===== src/rtl/har_pkg.sv =====
// Shared constants, FSM state encoding and small helpers for the HAR
// crossbar window feeder.
package har_pkg;

    localparam int IMG_SIZE     = 95;
    localparam int M            = 15;
    localparam int NUM_CLASSES  = 6;
    localparam int CLASS_W      = 4;
    localparam int VALID_CYCLES = 2;
    localparam int IDX_W        = $clog2(IMG_SIZE + 1);
    localparam int VCNT_W       = $clog2(VALID_CYCLES + 1);

    typedef enum logic [2:0] {
        FILL   = 3'd0,
        CLEAR  = 3'd1,
        DRIVE  = 3'd2,
        SETTLE = 3'd3,
        RESULT = 3'd4
    } state_e;

    // True when a window closed by the sample at write slot idx is not IMG_SIZE long.
    function automatic logic win_len_bad(input logic [IDX_W-1:0] idx);
        return ((IDX_W+1)'(idx) + (IDX_W+1)'(1)) != (IDX_W+1)'(IMG_SIZE);
    endfunction

endpackage


===== src/rtl/har_sample_buffer.sv =====
// Window register array: sequential write with a saturating index and a
// synchronous clear of every entry.
module har_sample_buffer
    import har_pkg::*;
(
    input  logic                clk,
    input  logic                rst,
    input  logic                we,
    input  logic                clr,
    input  logic signed [M:0]   din,
    output logic signed [M:0]   image [IMG_SIZE],
    output logic [IDX_W-1:0]    idx,
    output logic                full
);

    logic signed [M:0] image_q [IMG_SIZE];
    logic signed [M:0] image_d [IMG_SIZE];
    logic [IDX_W-1:0]  idx_q;
    logic [IDX_W-1:0]  idx_d;
    logic              full_s;

    assign full_s = (idx_q == IDX_W'(IMG_SIZE));

    // Next array contents: clear wins over write, writes past the end are dropped.
    always_comb begin
        image_d = image_q;
        idx_d   = idx_q;
        if (clr) begin
            for (int k = 0; k < IMG_SIZE; k++) begin
                image_d[k] = '0;
            end
            idx_d = '0;
        end else if (we && !full_s) begin
            image_d[idx_q] = din;
            idx_d          = idx_q + IDX_W'(1);
        end else begin
            idx_d = idx_q;
        end
    end

    // Array and index registers.
    always_ff @(posedge clk or negedge rst) begin
        if (!rst) begin
            for (int k = 0; k < IMG_SIZE; k++) begin
                image_q[k] <= '0;
            end
            idx_q <= '0;
        end else begin
            image_q <= image_d;
            idx_q   <= idx_d;
        end
    end

    assign image = image_q;
    assign idx   = idx_q;
    assign full  = full_s;

endmodule


===== src/rtl/har_window_feeder.sv =====
// Collects one feature window, sequences the crossbar (reset pulse, evaluate
// strobe, settle) and hands the captured class back on a result channel.
module har_window_feeder
    import har_pkg::*;
(
    input  logic                 clk,
    input  logic                 rst,
    input  logic                 s_valid,
    output logic                 s_ready,
    input  logic signed [M:0]    s_data,
    input  logic                 s_last,
    output logic signed [M:0]    image [IMG_SIZE],
    output logic                 V_valid,
    output logic                 mem_reset,
    input  logic [CLASS_W-1:0]   predicted_class,
    output logic                 res_valid,
    input  logic                 res_ready,
    output logic [CLASS_W-1:0]   res_class,
    output logic                 res_error,
    output logic [15:0]          win_count
);

    state_e              state_q, state_d;
    logic [VCNT_W-1:0]   vcnt_q, vcnt_d;
    logic                err_q, err_d;
    logic                s_ready_q, s_ready_d;
    logic                v_valid_q, v_valid_d;
    logic                mem_reset_q, mem_reset_d;
    logic                res_valid_q, res_valid_d;
    logic [CLASS_W-1:0]  res_class_q, res_class_d;
    logic                res_error_q, res_error_d;
    logic [15:0]         win_count_q, win_count_d;
    logic                buf_we_s, buf_clr_s, buf_full_s;
    logic [IDX_W-1:0]    buf_idx_s;
    logic                s_xfer_s, r_xfer_s;

    assign s_xfer_s = s_valid && s_ready_q;
    assign r_xfer_s = res_valid_q && res_ready;

    har_sample_buffer u_buf (
        .clk   (clk),
        .rst   (rst),
        .we    (buf_we_s),
        .clr   (buf_clr_s),
        .din   (s_data),
        .image (image),
        .idx   (buf_idx_s),
        .full  (buf_full_s)
    );

    // State and registered outputs.
    always_ff @(posedge clk or negedge rst) begin
        if (!rst) begin
            state_q     <= FILL;
            vcnt_q      <= '0;
            err_q       <= 1'b0;
            s_ready_q   <= 1'b1;
            v_valid_q   <= 1'b0;
            mem_reset_q <= 1'b0;
            res_valid_q <= 1'b0;
            res_class_q <= '0;
            res_error_q <= 1'b0;
            win_count_q <= 16'd0;
        end else begin
            state_q     <= state_d;
            vcnt_q      <= vcnt_d;
            err_q       <= err_d;
            s_ready_q   <= s_ready_d;
            v_valid_q   <= v_valid_d;
            mem_reset_q <= mem_reset_d;
            res_valid_q <= res_valid_d;
            res_class_q <= res_class_d;
            res_error_q <= res_error_d;
            win_count_q <= win_count_d;
        end
    end

    // Next-state logic, window error tracking and buffer control.
    always_comb begin
        state_d   = state_q;
        vcnt_d    = vcnt_q;
        err_d     = err_q;
        buf_we_s  = 1'b0;
        buf_clr_s = 1'b0;
        case (state_q)
            FILL: begin
                if (s_xfer_s) begin
                    buf_we_s = 1'b1;
                    err_d    = err_q | buf_full_s | (s_last && win_len_bad(buf_idx_s));
                    state_d  = s_last ? CLEAR : FILL;
                end else begin
                    state_d = FILL;
                end
            end
            CLEAR: begin
                vcnt_d  = '0;
                state_d = DRIVE;
            end
            DRIVE: begin
                if (vcnt_q == VCNT_W'(VALID_CYCLES - 1)) begin
                    state_d = SETTLE;
                end else begin
                    vcnt_d = vcnt_q + VCNT_W'(1);
                end
            end
            SETTLE: begin
                state_d = RESULT;
            end
            RESULT: begin
                if (r_xfer_s) begin
                    buf_clr_s = 1'b1;
                    err_d     = 1'b0;
                    state_d   = FILL;
                end else begin
                    state_d = RESULT;
                end
            end
            default: begin
                state_d = FILL;
            end
        endcase
    end

    // Output register inputs: strobes decoded from the upcoming state.
    always_comb begin
        s_ready_d   = (state_d == FILL);
        v_valid_d   = (state_d == DRIVE);
        mem_reset_d = (state_d == CLEAR);
        res_valid_d = res_valid_q;
        res_class_d = res_class_q;
        res_error_d = res_error_q;
        win_count_d = win_count_q;
        if (state_q == SETTLE) begin
            res_valid_d = 1'b1;
            res_class_d = predicted_class;
            res_error_d = err_q;
        end else if (state_q == RESULT && r_xfer_s) begin
            res_valid_d = 1'b0;
            win_count_d = win_count_q + 16'd1;
        end else begin
            res_valid_d = res_valid_q;
        end
    end

    assign s_ready   = s_ready_q;
    assign V_valid   = v_valid_q;
    assign mem_reset = mem_reset_q;
    assign res_valid = res_valid_q;
    assign res_class = res_class_q;
    assign res_error = res_error_q;
    assign win_count = win_count_q;

endmodule

===== config.mk =====
export PLATFORM = sky130hd
export DESIGN_NAME = har_window_feeder
export DESIGN_NICKNAME = d
export VERILOG_FILES = /design/src/rtl/har_pkg.sv /design/src/rtl/har_sample_buffer.sv /design/src/rtl/har_window_feeder.sv
export SDC_FILE = /design/constraint.sdc
export NUM_CORES = 2
export LEC_CHECK = 0
export BUFFER_PORTS_ARGS = -buffer_cell sky130_fd_sc_hd__clkbuf_2
export CAP_MARGIN = 20
export CORE_AREA = 2 2 615 617
export CTS_CLUSTER_DIAMETER = 40
export CTS_CLUSTER_SIZE = 28
export DETAILED_ROUTE_END_ITERATION = 8
export DIE_AREA = 0 0 617 619
export PLACE_DENSITY = 0.3
export SYNTH_ARGS = -nofsm -noshare
export SYNTH_HDL_FRONTEND = slang
export SYNTH_SLANG_ARGS = --single-unit

===== constraint.sdc =====
create_clock -name clk -period 7.9 [get_ports clk]
set_clock_uncertainty 0.1 [all_clocks]
set_input_delay 0.79 -clock clk [delete_from_list [all_inputs] [get_ports clk]]
set_output_delay 0.79 -clock clk [all_outputs]
set_load 0.02 [all_outputs]

# Word-level counts from Yosys, hierarchy flattened
# Index checks and enable logic that the tools add are counted.
dict set report word_totals {
  inputBits 25
  register_bits 1558
}
dict set report classes {
  reduce_logical 16
  muxes 23
  eq_ne 12
  magnitude_cmp 2
  n_addsub 4
  bitwise_logic 4
}
# cell n
set ops {}
lappend ops {{2-to-1 mux 1520 bit} 2}
lappend ops {{bitwise mux 1520 bit} 1}
lappend ops {{demux 16 bit (select 7 bit)} 1}
lappend ops {{adder 16 x 1 -> 16 bit, second input constant} 1}
lappend ops {{2-to-1 mux 16 bit} 1}
lappend ops {{one-hot mux 3 bit (5 select lines)} 1}
lappend ops {{2-to-1 mux 7 bit} 2}
lappend ops {{2-to-1 mux 1 bit} 10}
lappend ops {{equality test 3 x 2 -> 1 bit, second input constant} 3}
lappend ops {{adder 7 x 1 -> 8 bit, second input constant} 1}
lappend ops {{greater-or-equal comparator 8 bit, second input constant} 1}
lappend ops {{less-than comparator 8 x 1 -> 1 bit, second input constant} 1}
lappend ops {{inequality test 8 x 7 -> 1 bit, second input constant} 1}
lappend ops {{inverter 7 -> 8 bit} 1}
lappend ops {{nonzero test 2 bit} 4}
lappend ops {{adder 7 x 1 -> 7 bit, second input constant} 1}
lappend ops {{equality test 7 bit, second input constant} 1}
lappend ops {{equality test 3 x 1 -> 1 bit, second input constant} 2}
lappend ops {{logical AND 1 bit} 6}
lappend ops {{logical NOT 3 bit} 2}
lappend ops {{2-to-1 mux 3 bit} 2}
lappend ops {{inequality test 2 bit, second input constant} 3}
lappend ops {{one-hot mux 2 bit (2 select lines)} 1}
lappend ops {{AND reduction 2 bit} 2}
lappend ops {{9 further kinds} 10}

# Depth between registers and ports, before layout
dict set report logic_depth {
  word_depth 8
  depth_mapped 9
  depth_no_buf 6
}

# By module
# Synthesis repeated with hierarchy kept, for this count alone.
dict set report unflattened {
  hier_cells 5649
  area_unflattened_um2 64087.7
}
# mod cells_each n_inst area_per_inst_um2
set modules_own_cells {}
lappend modules_own_cells {har_sample_buffer 5530 1 62666.4}
lappend modules_own_cells {har_window_feeder 119 1 1421.4}

# Least setup slack after synthesis
# Ideal clock, no wire load.
dict set report synth_path {
  path_kind {in2reg}
  start {input s_valid}
  end {register u_buf.image_q (netlist bit u_buf.image[811])}
  arrival_ns 2.542
  n_path_buf 2
  setup_slack_ns 5.122
  stages 5
  t_required_ns 7.664
  cell_sequence {or4bb_1 buf_1 a2111oi_2 clkbuf_1 o21ai_0}
}
dict set report synth_between {
  elab_chain_len 5
}
# item line_no
set synth_lines {}
lappend synth_lines {{start: declaration} har_window_feeder.sv:8} ;# input logic s_valid,
lappend synth_lines {{logical AND 1 bit} har_window_feeder.sv:37} ;# assign s_xfer_s = s_valid && s_ready_q;
lappend synth_lines {{2-to-1 mux 1 bit} har_window_feeder.sv:87} ;# if (s_xfer_s) begin
lappend synth_lines {{2-to-1 mux 1 bit} har_window_feeder.sv:85} ;# case (state_q)
lappend synth_lines {{logical AND 1 bit} har_sample_buffer.sv:33} ;# end else if (we && !full_s) begin
lappend synth_lines {{nonzero test 2 bit (no source line)} -}
lappend synth_lines {{end signal: assignment} har_sample_buffer.sv:49} ;# image_q <= image_d;
lappend synth_lines {{end: declaration} har_sample_buffer.sv:16} ;# logic signed [M:0] image_q [IMG_SIZE];
# No other way between the ends.
# A chain may end at the register's enable or synchronous reset.

# Worst setup path after layout
dict set report layout_path {
  start {register u_buf.idx_q[0], in the netlist u_buf.idx[0]}
  end {register u_buf.image_q (netlist bit u_buf.image[786])}
}
dict set report layout_between {
  elab_chain_len 8
}
# item line_no
set layout_lines {}
lappend layout_lines {{start: declaration} har_sample_buffer.sv:18} ;# logic [IDX_W-1:0] idx_q;
lappend layout_lines {{start signal: assignment} har_sample_buffer.sv:50} ;# idx_q <= idx_d;
lappend layout_lines {{inverter 7 -> 8 bit (implied by the code)} har_sample_buffer.sv:34} ;# image_d[idx_q] = din;
lappend layout_lines {{greater-or-equal comparator 8 bit (implied by the code) / less-than comparator 8 x 1 -> 1 bit (equally long branches)} har_sample_buffer.sv:34}
lappend layout_lines {{logical AND 1 bit (implied by the code)} har_sample_buffer.sv:34}
lappend layout_lines {{2-to-1 mux 16 bit (implied by the code)} har_sample_buffer.sv:34}
lappend layout_lines {{demux 16 bit (select 7 bit)} har_sample_buffer.sv:34}
lappend layout_lines {{bitwise mux 1520 bit} har_sample_buffer.sv:34}
lappend layout_lines {{2-to-1 mux 1520 bit} har_sample_buffer.sv:33}
lappend layout_lines {{2-to-1 mux 1520 bit} har_sample_buffer.sv:28} ;# if (clr) begin
# Parallel ways exist; a longest one is shown, timed or not. The select of a mux whose other input is x is not followed.

==> results.toml <==
[power_and_ir_drop]
fin_total_pwr_mw = 38.7
p_leak_nw = 41.5
power_density_nw_per_um2 = 430
peakVddDrop_mv = 0.185

[clock_network]
worst_skew_pair.late_latency_ns = 0.90
cts_sinks = 1558
htree_num_levels = 5
path_clk_slew_ns = 0.05
post_cts_resize_count = 0
tritoncts = "yes"
tritoncts.num_buffers = 365
post-cts-setup-buffers = 0
clk_path_buf_depth = 4
clockRootBuffer = "sky130_fd_sc_hd__clkbuf_16"
postCtsHoldBufs = 5

[route]
drc = 0
wl_per_cell_um = 25.4
routed-via-count = 53000
drt-initial-drc-count = 3843
route.antenna.remaining_nets = 0
drt-total-wl_mm = 342
detailedRoute.firstPassIterationCount = 5
post_drt_via_cell_ratio = 3.93

[yosys]
synth.yosys.seq_area_share_pct = 61.8
synth.net_count = 6701
synthesis.instances = 6672
postSynth.topFlopCell = "sky130_fd_sc_hd__dfrtp_1"
yosysUniqueCellTypes = 59
ys_seq_elements = 1558
post_synth_most_frequent_cells = "sky130_fd_sc_hd__nand2_1, sky130_fd_sc_hd__dfrtp_1, sky130_fd_sc_hd__o21ai_0"
synth_most_common_cell = "sky130_fd_sc_hd__nand2_1"
share_of_synthesized_registers_carrying_an_async_set_or_reset_pct = 100
netlist_top_cells_area = "sky130_fd_sc_hd__dfrtp_1, sky130_fd_sc_hd__nand2_1, sky130_fd_sc_hd__o21ai_0"
synth_largest_type_area_fraction_pct = 61.8
synth_edf_count = 0
mappedNetlistArea_um2 = 63100
synth_top_cell_by_area = "sky130_fd_sc_hd__dfrtp_1"
yosys_warnings = 0
syn_area_per_cell_um2 = 9.46

[worst_setup_path]
worst_r2r_startpoint = "u_buf.idx[0]"
critical_path_depth = 6
r2r.worst_path.cells = 6
reg2reg_to = "u_buf.image[786]"
worst_setup_path_end_kind = "register"
worst_ep_required_time_ns = 8.60
cp-start-kind = "register"
critical_path.cell_chain = "ha_1 > and3_4 > a211o_2 > buf_4 > nor3_4 > mux2i_1"
critPathKind = "register to register"
critical_path_buf_inv_count = 1
critical_path_s_slowest_cell = "sky130_fd_sc_hd__nor3_4"
critPathMaxFanout = 31
timing.critical_path.max_delay_family = "simple AND/OR/NAND/NOR gates"
reg2reg_slack_ns = 4.16
crit_path_max_incr_delay_ns = 0.95
worst_path_arrival_ns = 4.44

[floorplan]
floorplan.initialDensity_pct = 16.8
core_region_area_um2 = 375000
floorplan.die.height_um = 619
dieWidth_um = 617
floorplan.die_area_um2 = 382000
boundary_pin_count = 1570
rows = 225

[hold_path]
worst_hold_startpoint = "s_data[10]"
worst_hold_path.endpoint = "u_buf.image[1210]"
hold-path-cell-count = 3
hold_path.class = "input pin to register"

[cells_and_area]
final_layout_size_suffix_gt1_share_pct = 29.3
design_area_um2 = 90100
area.growth.synth_to_final_pct = 42.8
nNetsFinal = 8201

[run_status]
status = "complete, no violations"

[sta]
setup_total_negative_slack_ns = 0
min_period_ns = 3.74
final.period_utilization_pct = 47.3
finalSetupViolCount = 0
fmaxAchievable_ghz = 0.267
max_slew_margin_pct = 14.0
rsz0062_at_grt = "false"
worst-slew-pin-transition_ns = 1.29
finalHoldViolCount = 0
finalMaxSlewViolations = 0

[placement]
dpl.hpwl_mm = 230
gpl.final_weighted_congestion = 0.769
placed_cell_area_um2 = 77000
io_buffer_count = 1569

[grt]
vias_in_the_first_global_route = 53100
grt_antenna_before_repair = 12
globalRouteTotalUtil_pct = 17.3
grt_max_degree = 198
grt_overflow = 0
grt_pass1_wl_mm = 465

[flow_run]
cap_violations = 0
[cells by family after synthesis]
group                      after synthesis  synth area share [%]
AOI/OAI and AO/OA                     1231                  10.2
xor gates and xnor gates                16                 0.222
adders and majority gates                4                0.0793
buffers and inverters                  651                  4.13
DFF                                   1558                  61.8
muxes                                  345                  5.49
and+or+nand+nor                       2867                  18.1
[worst reg2reg max path: stages (launching register included)]
cell and delay [ns]:
sky130_fd_sc_hd__dfrtp_1 0.51, sky130_fd_sc_hd__ha_1 0.34, sky130_fd_sc_hd__and3_4 0.41, sky130_fd_sc_hd__a211o_2 0.62, sky130_fd_sc_hd__buf_4 0.36, sky130_fd_sc_hd__nor3_4 1.03, sky130_fd_sc_hd__mux2i_1 0.28
[metal layers]
metal,routed length [µm],GRT usage [%],part of all wire [%]
met5,0,0,0
met4,12400,6.07,3.6
met3,24800,5.20,7.3
met2,169000,29.8,50
met1,135000,20.1,40
[report_power, final]
part           leakage [nW]  switching [mW]  internal (mW)  total, mW
sequential             21.1            1.57           10.5       12.1
clock                  6.24            5.18           10.7       15.8
combinational          14.2            8.03           2.79       10.8
[flip-flops by register name (all words and copies together) (netlist names)]
| signal | flops |
|---|---|
| V_valid | 1 |
| err_q | 1 |
| mem_reset | 1 |
| res_class | 4 |
| res_error | 1 |
| res_valid | 1 |
| s_ready | 1 |
| state_q | 3 |
| u_buf.idx | 7 |
| u_buf.image | 1520 |
| vcnt_q | 2 |
| win_count | 16 |
[final cells by class]
cell class	count	area, µm²
Fill cell	40400	285000
Sequential cell	1558	39000
Multi-Input combinational cell	4463	22100
Clock buffer	503	10400
Timing Repair Buffer	1761	9800
Tap cell	4994	6250
Clock inverter	167	2470
Inverter	23	88.8
Antenna cell	3	7.51
[metrics by stage]
stage                     cells  setup WS, ns  hold WS, ns  util [%]
after floorplan            6672          5.12        0.380         -
after global placement    12800          4.07        0.389      20.5
after global routing      13500          3.94       0.0491      24.0
after detailed placement  12800          4.05        0.396      20.6
final                     13500          4.16       0.0915      24.0
after CTS                 13500          4.04      0.00318      24.0
[worst max path at each step]
stage / start / end / slack, ns
global route: u_buf.idx[0] / u_buf.image[1140] / 3.94
floorplan: s_valid / u_buf.image[811] / 5.12
global placement: u_buf.idx[0] / u_buf.image[668] / 4.07
finish: u_buf.idx[0] / u_buf.image[786] / 4.16
detailed placement: u_buf.idx[0] / u_buf.image[757] / 4.05
CTS: u_buf.idx[0] / u_buf.image[759] / 4.04
[placed cells by master (no fill, tap or decap), types with 5 or more instances in the layout]
| cell type | n |
|---|---|
| sky130_fd_sc_hd__nand2_1 | 2690 |
| sky130_fd_sc_hd__dfrtp_1 | 1557 |
| sky130_fd_sc_hd__o21ai_0 | 1137 |
| sky130_fd_sc_hd__mux2_2 | 6 |
| sky130_fd_sc_hd__nor2_1 | 11 |
| sky130_fd_sc_hd__bufinv_16 | 47 |
| sky130_fd_sc_hd__clkinv_16 | 10 |
| sky130_fd_sc_hd__clkbuf_1 | 72 |
| sky130_fd_sc_hd__buf_12 | 17 |
| sky130_fd_sc_hd__nor4_2 | 49 |
| sky130_fd_sc_hd__clkinvlp_4 | 25 |
| sky130_fd_sc_hd__xnor2_1 | 13 |
| sky130_fd_sc_hd__clkbuf_2 | 1552 |
| sky130_fd_sc_hd__nor3_4 | 21 |
| sky130_fd_sc_hd__clkinv_8 | 5 |
| sky130_fd_sc_hd__o21ai_1 | 53 |
| sky130_fd_sc_hd__buf_4 | 165 |
| sky130_fd_sc_hd__clkinv_1 | 5 |
| sky130_fd_sc_hd__dlygate4sd3_1 | 5 |
| sky130_fd_sc_hd__clkbuf_16 | 370 |
| sky130_fd_sc_hd__nand3_1 | 41 |
| sky130_fd_sc_hd__clkbuf_8 | 62 |
| sky130_fd_sc_hd__clkinv_2 | 67 |
| sky130_fd_sc_hd__inv_2 | 5 |
| sky130_fd_sc_hd__inv_6 | 7 |
| sky130_fd_sc_hd__mux2i_1 | 339 |
| sky130_fd_sc_hd__or4b_2 | 5 |
| sky130_fd_sc_hd__buf_16 | 8 |
| sky130_fd_sc_hd__nand4_1 | 5 |
| sky130_fd_sc_hd__a2111oi_4 | 20 |
| sky130_fd_sc_hd__inv_1 | 12 |
| sky130_fd_sc_hd__buf_6 | 10 |
Note: power is estimated with default switching activity, not from simulation.
